### config.mk
export PLATFORM = sky130hd
export DESIGN_NAME = fetch_controller
export DESIGN_NICKNAME = d
export VERILOG_FILES = /design/src/rtl/fetch_pkg.sv /design/src/rtl/fetch_perf_counter.sv /design/src/rtl/fetch_controller.sv
export SDC_FILE = /design/constraint.sdc
export NUM_CORES = 1
export LEC_CHECK = 0
export BUFFER_PORTS_ARGS = -buffer_cell sky130_fd_sc_hd__clkbuf_2
export CAP_MARGIN = 10
export CORE_UTILIZATION = 52
export CTS_CLUSTER_DIAMETER = 30
export CTS_CLUSTER_SIZE = 8
export DETAILED_ROUTE_END_ITERATION = 8
export GPL_ROUTABILITY_DRIVEN = 1
export PLACE_DENSITY = 0.86
export SYNTH_ARGS = -nofsm -noshare
export SYNTH_HDL_FRONTEND = slang
export SYNTH_HIERARCHICAL = 1
export SYNTH_SLANG_ARGS = --single-unit
### constraint.sdc
create_clock -name clk -period 2.9 [get_ports clk]
set_input_delay 0.145 -clock clk [delete_from_list [all_inputs] [get_ports clk]]
set_output_delay 0.145 -clock clk [all_outputs]
set_load 0.02 [all_outputs]
### src/rtl/fetch_pkg.sv
// Shared definitions for the instruction fetch controller: default widths,
// memory depth, reset vector and FSM state encoding.
package fetch_pkg;

    localparam int unsigned ADDR_W_DEF     = 16;
    localparam int unsigned INSTR_W_DEF    = 16;
    localparam int unsigned IMEM_DEPTH_DEF = 256;
    localparam logic [15:0] RESET_VECTOR_DEF = 16'h0000;

    typedef enum logic [1:0] {
        ST_FETCH  = 2'd0,
        ST_DRAIN  = 2'd1,
        ST_HALTED = 2'd2
    } fetch_state_e;

endpackage

### src/rtl/fetch_perf_counter.sv
// Fetch performance counters: delivered instructions and decode-stall cycles.
module fetch_perf_counter (
    input  logic        clk,
    input  logic        reset,
    input  logic        valid,
    input  logic        ready,
    output logic [31:0] fetch_cnt,
    output logic [31:0] stall_cnt
);

    // Count transfers and stalled presentation cycles; both wrap at 2^32.
    always_ff @(posedge clk) begin
        if (reset) begin
            fetch_cnt <= 32'd0;
            stall_cnt <= 32'd0;
        end else begin
            if (valid && ready)  fetch_cnt <= fetch_cnt + 32'd1;
            if (valid && !ready) stall_cnt <= stall_cnt + 32'd1;
        end
    end

endmodule

### src/rtl/fetch_controller.sv
// Instruction fetch controller: owns the PC, sequences a 1-cycle synchronous
// instruction memory and presents instructions to decode via valid/ready.
// Optional feature macro: FETCH_PERF_CNT_EN adds perf_fetch_cnt/perf_stall_cnt.
module fetch_controller
    import fetch_pkg::*;
#(
    parameter int unsigned       ADDR_W       = ADDR_W_DEF,
    parameter int unsigned       INSTR_W      = INSTR_W_DEF,
    parameter int unsigned       IMEM_DEPTH   = IMEM_DEPTH_DEF,
    parameter logic [ADDR_W-1:0] RESET_VECTOR = ADDR_W'(RESET_VECTOR_DEF)
) (
    input  logic               clk,
    input  logic               reset,
    output logic [ADDR_W-1:0]  imem_addr,
    input  logic [INSTR_W-1:0] imem_data,
    output logic               inst_valid,
    input  logic               inst_ready,
    output logic [INSTR_W-1:0] inst,
    output logic [ADDR_W-1:0]  inst_pc,
    output logic               inst_fault,
    input  logic               redirect_valid,
    input  logic [ADDR_W-1:0]  redirect_pc,
    input  logic               halt_req,
    input  logic               resume_req,
    output logic               halted
`ifdef FETCH_PERF_CNT_EN
    ,
    output logic [31:0]        perf_fetch_cnt,
    output logic [31:0]        perf_stall_cnt
`endif
);

    fetch_state_e      state_q, state_d;
    logic [ADDR_W-1:0] pc_q, pc_d;
    logic              rsp_valid_q, rsp_valid_d;
    logic [ADDR_W-1:0] rsp_pc_q, rsp_pc_d;
    logic              rsp_fault_q, rsp_fault_d;
    logic              stall;
    logic              issue;

    assign stall      = rsp_valid_q && !inst_ready;
    assign inst_valid = rsp_valid_q;
    assign inst_pc    = rsp_pc_q;
    assign inst_fault = rsp_fault_q;
    assign inst       = imem_data;
    assign halted     = (state_q == ST_HALTED);

    // A stalled instruction must be re-read so imem_data stays on it; this
    // also covers a halt raised during a stall, whose DRAIN cycles replay it.
    assign imem_addr = stall ? rsp_pc_q : pc_q;

    // State, PC and response registers.
    always_ff @(posedge clk) begin
        if (reset) begin
            state_q     <= ST_FETCH;
            pc_q        <= RESET_VECTOR;
            rsp_valid_q <= 1'b0;
            rsp_pc_q    <= '0;
            rsp_fault_q <= 1'b0;
        end else begin
            state_q     <= state_d;
            pc_q        <= pc_d;
            rsp_valid_q <= rsp_valid_d;
            rsp_pc_q    <= rsp_pc_d;
            rsp_fault_q <= rsp_fault_d;
        end
    end

    // Next-state: redirect beats halt beats stall; issue advances the PC.
    always_comb begin
        state_d     = state_q;
        pc_d        = pc_q;
        rsp_valid_d = rsp_valid_q;
        rsp_pc_d    = rsp_pc_q;
        rsp_fault_d = rsp_fault_q;
        issue       = 1'b0;

        unique case (state_q)
            ST_FETCH: begin
                if (redirect_valid) begin
                    pc_d        = redirect_pc;
                    rsp_valid_d = 1'b0;
                    if (halt_req) state_d = ST_HALTED;
                end else if (halt_req) begin
                    if (stall) begin
                        state_d = ST_DRAIN;
                    end else begin
                        rsp_valid_d = 1'b0;
                        state_d     = ST_HALTED;
                    end
                end else if (!stall) begin
                    issue = 1'b1;
                end
            end
            ST_DRAIN: begin
                if (redirect_valid) begin
                    pc_d        = redirect_pc;
                    rsp_valid_d = 1'b0;
                    state_d     = ST_HALTED;
                end else if (inst_ready) begin
                    rsp_valid_d = 1'b0;
                    state_d     = ST_HALTED;
                end
            end
            ST_HALTED: begin
                if (redirect_valid) pc_d = redirect_pc;
                if (resume_req && !halt_req) begin
                    state_d = ST_FETCH;
                    issue   = !redirect_valid;
                end
            end
            default: begin
                state_d     = ST_FETCH;
                rsp_valid_d = 1'b0;
            end
        endcase

        if (issue) begin
            pc_d        = pc_q + ADDR_W'(1);
            rsp_valid_d = 1'b1;
            rsp_pc_d    = pc_q;
            rsp_fault_d = ((ADDR_W+1)'(pc_q) >= (ADDR_W+1)'(IMEM_DEPTH));
        end
    end

`ifdef FETCH_PERF_CNT_EN
    fetch_perf_counter u_perf (
        .clk       (clk),
        .reset     (reset),
        .valid     (rsp_valid_q),
        .ready     (inst_ready),
        .fetch_cnt (perf_fetch_cnt),
        .stall_cnt (perf_stall_cnt)
    );
`endif

endmodule
# Yosys cells after proc, flatten, opt, wreduce, memory -nomap -nowiden
# Index checks and enable logic that the tools add are counted.
[totals]
input_bits = 38
out_inout_bits = 51
ff_bits = 36
[op_classes]
magnitude_cmp = 1
n_eq_ne = 9
n_mux = 24
add_sub_neg = 1
n_reduce_logical = 12
[op_table]
columns = ["cell", "n"]
rows = [
  ["16-bit 2-to-1 mux", 4],
  ["16-bit by 1-bit adder with 16-bit output, second input constant", 1],
  ["16-bit by 9-bit >= comparator with 1-bit output, second input constant", 1],
  ["2-bit 2-to-1 mux", 7],
  ["4-bit != test, second input constant", 3],
  ["1-bit 2-to-1 mux", 10],
  ["2-bit one-hot mux with 3 select lines", 1],
  ["2-bit by 1-bit != test with 1-bit output, second input constant", 2],
  ["4-bit AND reduction", 1],
  ["2-bit nonzero test", 2],
  ["1-bit zero test", 3],
  ["3-bit != test, second input constant", 1],
  ["1-bit one-hot mux with 3 select lines", 1],
  ["3-bit AND reduction", 1],
  ["3-bit OR reduction", 1],
  ["2-bit by 1-bit == test with 1-bit output, second input constant", 1],
  ["2-bit == test, second input constant", 1],
  ["1-bit logical AND", 2],
  ["2-bit zero test", 1],
  ["2-bit != test, second input constant", 1],
  ["1-bit one-hot mux with 2 select lines", 1],
  ["2-bit AND reduction", 1],
]

# Logic depth before layout (Yosys ltp)
[depth]
depth_word = 8
ltp_mapped = 7
ltp_nobuf = 6

# Least setup slack after synthesis
# Ideal clock, no wire load.
[synth_path]
path_type = "reg-to-reg"
start = "register state_q[0]"
end = "register pc_q[5]"
setup_ps = 128
t_arrival_ps = 1648
path_buffers = 2
path_stages_with_launch = 7
path_slack_ps = 1123
path_cell_list = "dfxtp_1 or2_4 or4_4 buf_6 buf_2 a21oi_1 o32ai_1"
[synth_via]
elab_chain_cells = 4
elab_cells_between_ends = 9
[synth_lines]
columns = ["item", "line", "source"]
rows = [
  ["start: declaration", "fetch_controller.sv:33", "fetch_state_e state_q, state_d;"],
  ["start signal: assignment", "fetch_controller.sv:61", "state_q <= state_d;"],
  ["2-bit == test, or another cell as far along", "fetch_controller.sv:78", "unique case (state_q)"],
  ["1-bit one-hot mux with 2 select lines / 3-bit OR reduction (equally long branches)", "--", ""],
  ["2-bit nonzero test (no source line)", "--", ""],
  ["2-bit AND reduction (no source line)", "--", ""],
  ["end signal: assignment", "fetch_controller.sv:62", "pc_q <= pc_d;"],
  ["end: declaration", "fetch_controller.sv:34", "logic [ADDR_W-1:0] pc_q, pc_d;"],
]
# Several ways; a longest one is shown, not always the timed one.
# A chain may end at the register's enable or synchronous reset.

# Worst setup path after layout
[layout_path]
start = "register state_q[1]"
end = "register pc_q[12]"
# The elaborated chain is that of the path after synthesis.

==> results.txt <==
The run finished with clean final reports. The number of instances in the synthesized netlist came out at 273. After legalization and detailed placement, the total HPWL measured 3490 µm. The highest achievable clock rate came out at 0.442 GHz. The library cell used most frequently in the layout, excluding fill and tap cells, is sky130_fd_sc_hd__clkbuf_2. The post-route worst hold slack came out at 0.0937 ns.

The count of hold buffers inserted by post-cts repair came out at 0. The number of I/O port buffers is 56. The growth of design area from synthesis to finish came out at 12.1%. The share of flip-flops with an asynchronous set or reset came out at 0. Of the synthesized area, sequential elements account for 0.338. The number of buffers added by the clock tree synthesis step came out at 5. A synthesized cell averages 7.81 µm². STA puts the critical path data arrival time at 2.42 ns.

The worst-case clock buffer depth is 2. The remaining design rule violation count is 0. The routability congestion estimate came out at 0.844. The area enclosed by the die boundary came out at 4360 µm².

The final setup TNS is 0 ns. The total vias in the final route came out at 2,049. The synthesized net count came out at 313. The maximum fanout along the worst path is 12. The die height came out at 66.0 µm. The clock arrives with 0.0125 ns of skew.

The nature of the critical path endpoint is a register. The total setup buffers inserted after CTS is 0. The antenna violation net count after detailed routing came out at 0.

Synthesis instantiated 48 different standard cells from the library. The worst supply voltage drop on vdd came out at 355 µV. The number of gates resized after CTS was 0.

The area of all placed cells without fillers came out at 2390 µm². The number of antenna cells inserted is 0. The number of antenna violations at the first check in global routing is 0.

TritonCTS built the clock tree. CTS saw 36 sinks. The later pin in the worst-skew pair is clocked with a latency of 0.30 ns. STA classifies the critical path startpoint as a register. The number of flops mapped to enable cells by yosys came out at 0. The analysis attributes to cell leakage a power of 0.000977 µW. The placed cell area is 2280 µm². The number of maximum-capacitance violations is 0. The required time at the endpoint of the critical path came out at 3.06 ns.

After detailed routing, the total wire length is 5150 µm. The total congestion overflow is 0. The core footprint is 3800 µm². The count of final hold-check violations came to 0.

Across every metal layer, demand over resource in global routing totals 0.254. The synthesized area is 2130 µm². The final worst-path cycle share came out at 0.781. The detailed-route vias per instance came out at 5.85. After floorplanning, the core was divided into 22 placement rows. The x dimension of the die is 66.0 µm. The critical path class is register to register. The final setup violation count is 0. The clock transition at the register clock pins on the worst setup and hold paths after CTS is 0.08 ns. The cell sitting at the root of the clock tree is a sky130_fd_sc_hd__clkbuf_8. The path class of the tightest hold or removal check is input pin to register. At the end of the flow, the number of nets in the layout was 341.

The starting utilization of the core area is 0.561. The H-tree was split into 2 levels. Setup repair after global routing left no endpoint under its margin. Power spread over the standard cell area amounts to 519 nW/µm². The final-report max-slew violation count came out at 0. Entering global routing, the biggest net connects 39 pins.

Leaving out fill and tap cells, the most frequent cells in the layout are sky130_fd_sc_hd__clkbuf_2 (56), sky130_fd_sc_hd__nand2_1 (43), sky130_fd_sc_hd__a21oi_1 (36), sky130_fd_sc_hd__dfxtp_1 (36), sky130_fd_sc_hd__nor2_1 (18). The pin slew with the least headroom to its limit is 0.774 ns. The fraction of layout instances using a drive strength above 1 came out at 0.305. The synthesized design contains 36 register bits. The detailed-routing iteration count for the pre-antenna-repair pass came out at 4. Counting I/O delays and the setup requirement, the final critical path takes 2.26 ns. The DRC violation total after the first TritonRoute iteration came out at 184. The yosys synthesis warning count is 6.

The first global-routing pass estimated 8510 µm of wire. The number of global-route vias before repair is 1,885. The mean routed wirelength per cell is 14.7 µm. The normalized max-slew margin came out at 0.484. The most used flip-flop cell after synthesis is sky130_fd_sc_hd__dfxtp_1. The count of boundary I/O pins came out at 89.
## metrics by stage
| stage | instances | setup slack (ns) | util | total power (µW) |
|---|---|---|---|---|
| after global placement | 342 | 0.792 | 0.600 | 796 |
| after floorplan | 273 | 1.12 | - | 763 |
| after CTS | 350 | 0.681 | 0.629 | 1250 |
| after global routing | 350 | 0.501 | 0.629 | 1290 |
| after detailed placement | 342 | 0.708 | 0.600 | 802 |
| final | 350 | 0.636 | 0.629 | 1240 |
## where the power goes
part | switching [µW] | internal (µW) | total (µW)
sequential | 46.1 | 522 | 568
combinational | 133 | 92.4 | 225
clock | 192 | 254 | 447
## metal layers
layer | vias up | GRT usage | part of all wire
met2 | 78 | 0.431 | 0.48
met1 | 950 | 0.297 | 0.43
met3 | 14 | 0.0517 | 0.068
met5 | - | 0 | 0
met4 | 0 | 0.136 | 0.024
li1 | 1007 | - | -
## worst paths after layout
check / start / to / slack, ns / cells after the start
max: state_q[1]$_SDFFE_PP0P_ / pc_q[12]$_SDFFE_PP0P_ / 0.64 / 5
min: redirect_pc[1] / pc_q[1]$_SDFFE_PP0P_ / 0.09 / 3
min reg2reg: inst_pc[0]$_SDFFE_PP0P_ / inst_pc[0]$_SDFFE_PP0P_ / 0.47 / 2
max reg2reg: state_q[1]$_SDFFE_PP0P_ / pc_q[12]$_SDFFE_PP0P_ / 0.64 / 5
## critical path: stages, from the launching register on
cell and delay (ns):
sky130_fd_sc_hd__dfxtp_1 0.41, sky130_fd_sc_hd__nor3b_1 0.63, sky130_fd_sc_hd__nor3_1 0.24, sky130_fd_sc_hd__nor2_1 0.56
sky130_fd_sc_hd__a2bb2oi_1 0.24, sky130_fd_sc_hd__nor2_1 0.05
## cell usage after synthesis (2+ instances only)
master	count	area share
sky130_fd_sc_hd__or3_1	2	0.0059
sky130_fd_sc_hd__nor2b_1	4	0.012
sky130_fd_sc_hd__a2bb2oi_1	2	0.0082
sky130_fd_sc_hd__o31ai_1	2	0.0070
sky130_fd_sc_hd__ha_1	2	0.012
sky130_fd_sc_hd__or2_2	2	0.0059
sky130_fd_sc_hd__buf_2	5	0.012
sky130_fd_sc_hd__o21ai_0	8	0.019
sky130_fd_sc_hd__nand4_1	5	0.015
sky130_fd_sc_hd__dfxtp_1	36	0.34
sky130_fd_sc_hd__nor3b_1	2	0.0070
sky130_fd_sc_hd__a311oi_1	2	0.0082
sky130_fd_sc_hd__nand3_1	5	0.012
sky130_fd_sc_hd__o21ai_1	3	0.0070
sky130_fd_sc_hd__buf_4	16	0.056
sky130_fd_sc_hd__nor2_1	18	0.032
sky130_fd_sc_hd__buf_6	2	0.011
sky130_fd_sc_hd__o32ai_1	3	0.012
sky130_fd_sc_hd__nor4_1	5	0.015
sky130_fd_sc_hd__nor3_1	4	0.0094
sky130_fd_sc_hd__a211oi_1	3	0.011
sky130_fd_sc_hd__nand2_1	43	0.076
sky130_fd_sc_hd__a21oi_1	36	0.085
sky130_fd_sc_hd__nor3_2	2	0.0094
sky130_fd_sc_hd__nand2b_1	2	0.0059
sky130_fd_sc_hd__o2bb2ai_1	2	0.0082
sky130_fd_sc_hd__mux2_2	16	0.085
sky130_fd_sc_hd__clkbuf_1	15	0.026
sky130_fd_sc_hd__inv_1	7	0.012
## final cells by class
type	instances	area, µm²
fill	357	1410
multi-input combinational	192	1170
sequential	36	721
timing repair buffer	59	303
clock buffer	5	68.8
tap	48	60.1
clock inverter	3	42.5
inverter	7	26.3
## state kept, by name, indices dropped and copies added, names as in the netlist
name	cells
pc_q	16
state_q	2
inst_valid	1
inst_pc	16
inst_fault	1
## kinds of logic after synthesis
family,count (synthesis),synth area share
flops,36,0.338
compound gates,72,0.210
xor+xnor,1,0.00411
mux,17,0.0892
simple gates,100,0.229
fa+ha+maj,2,0.0117
buf+inv,45,0.117
(Power assumes the default switching activity.)
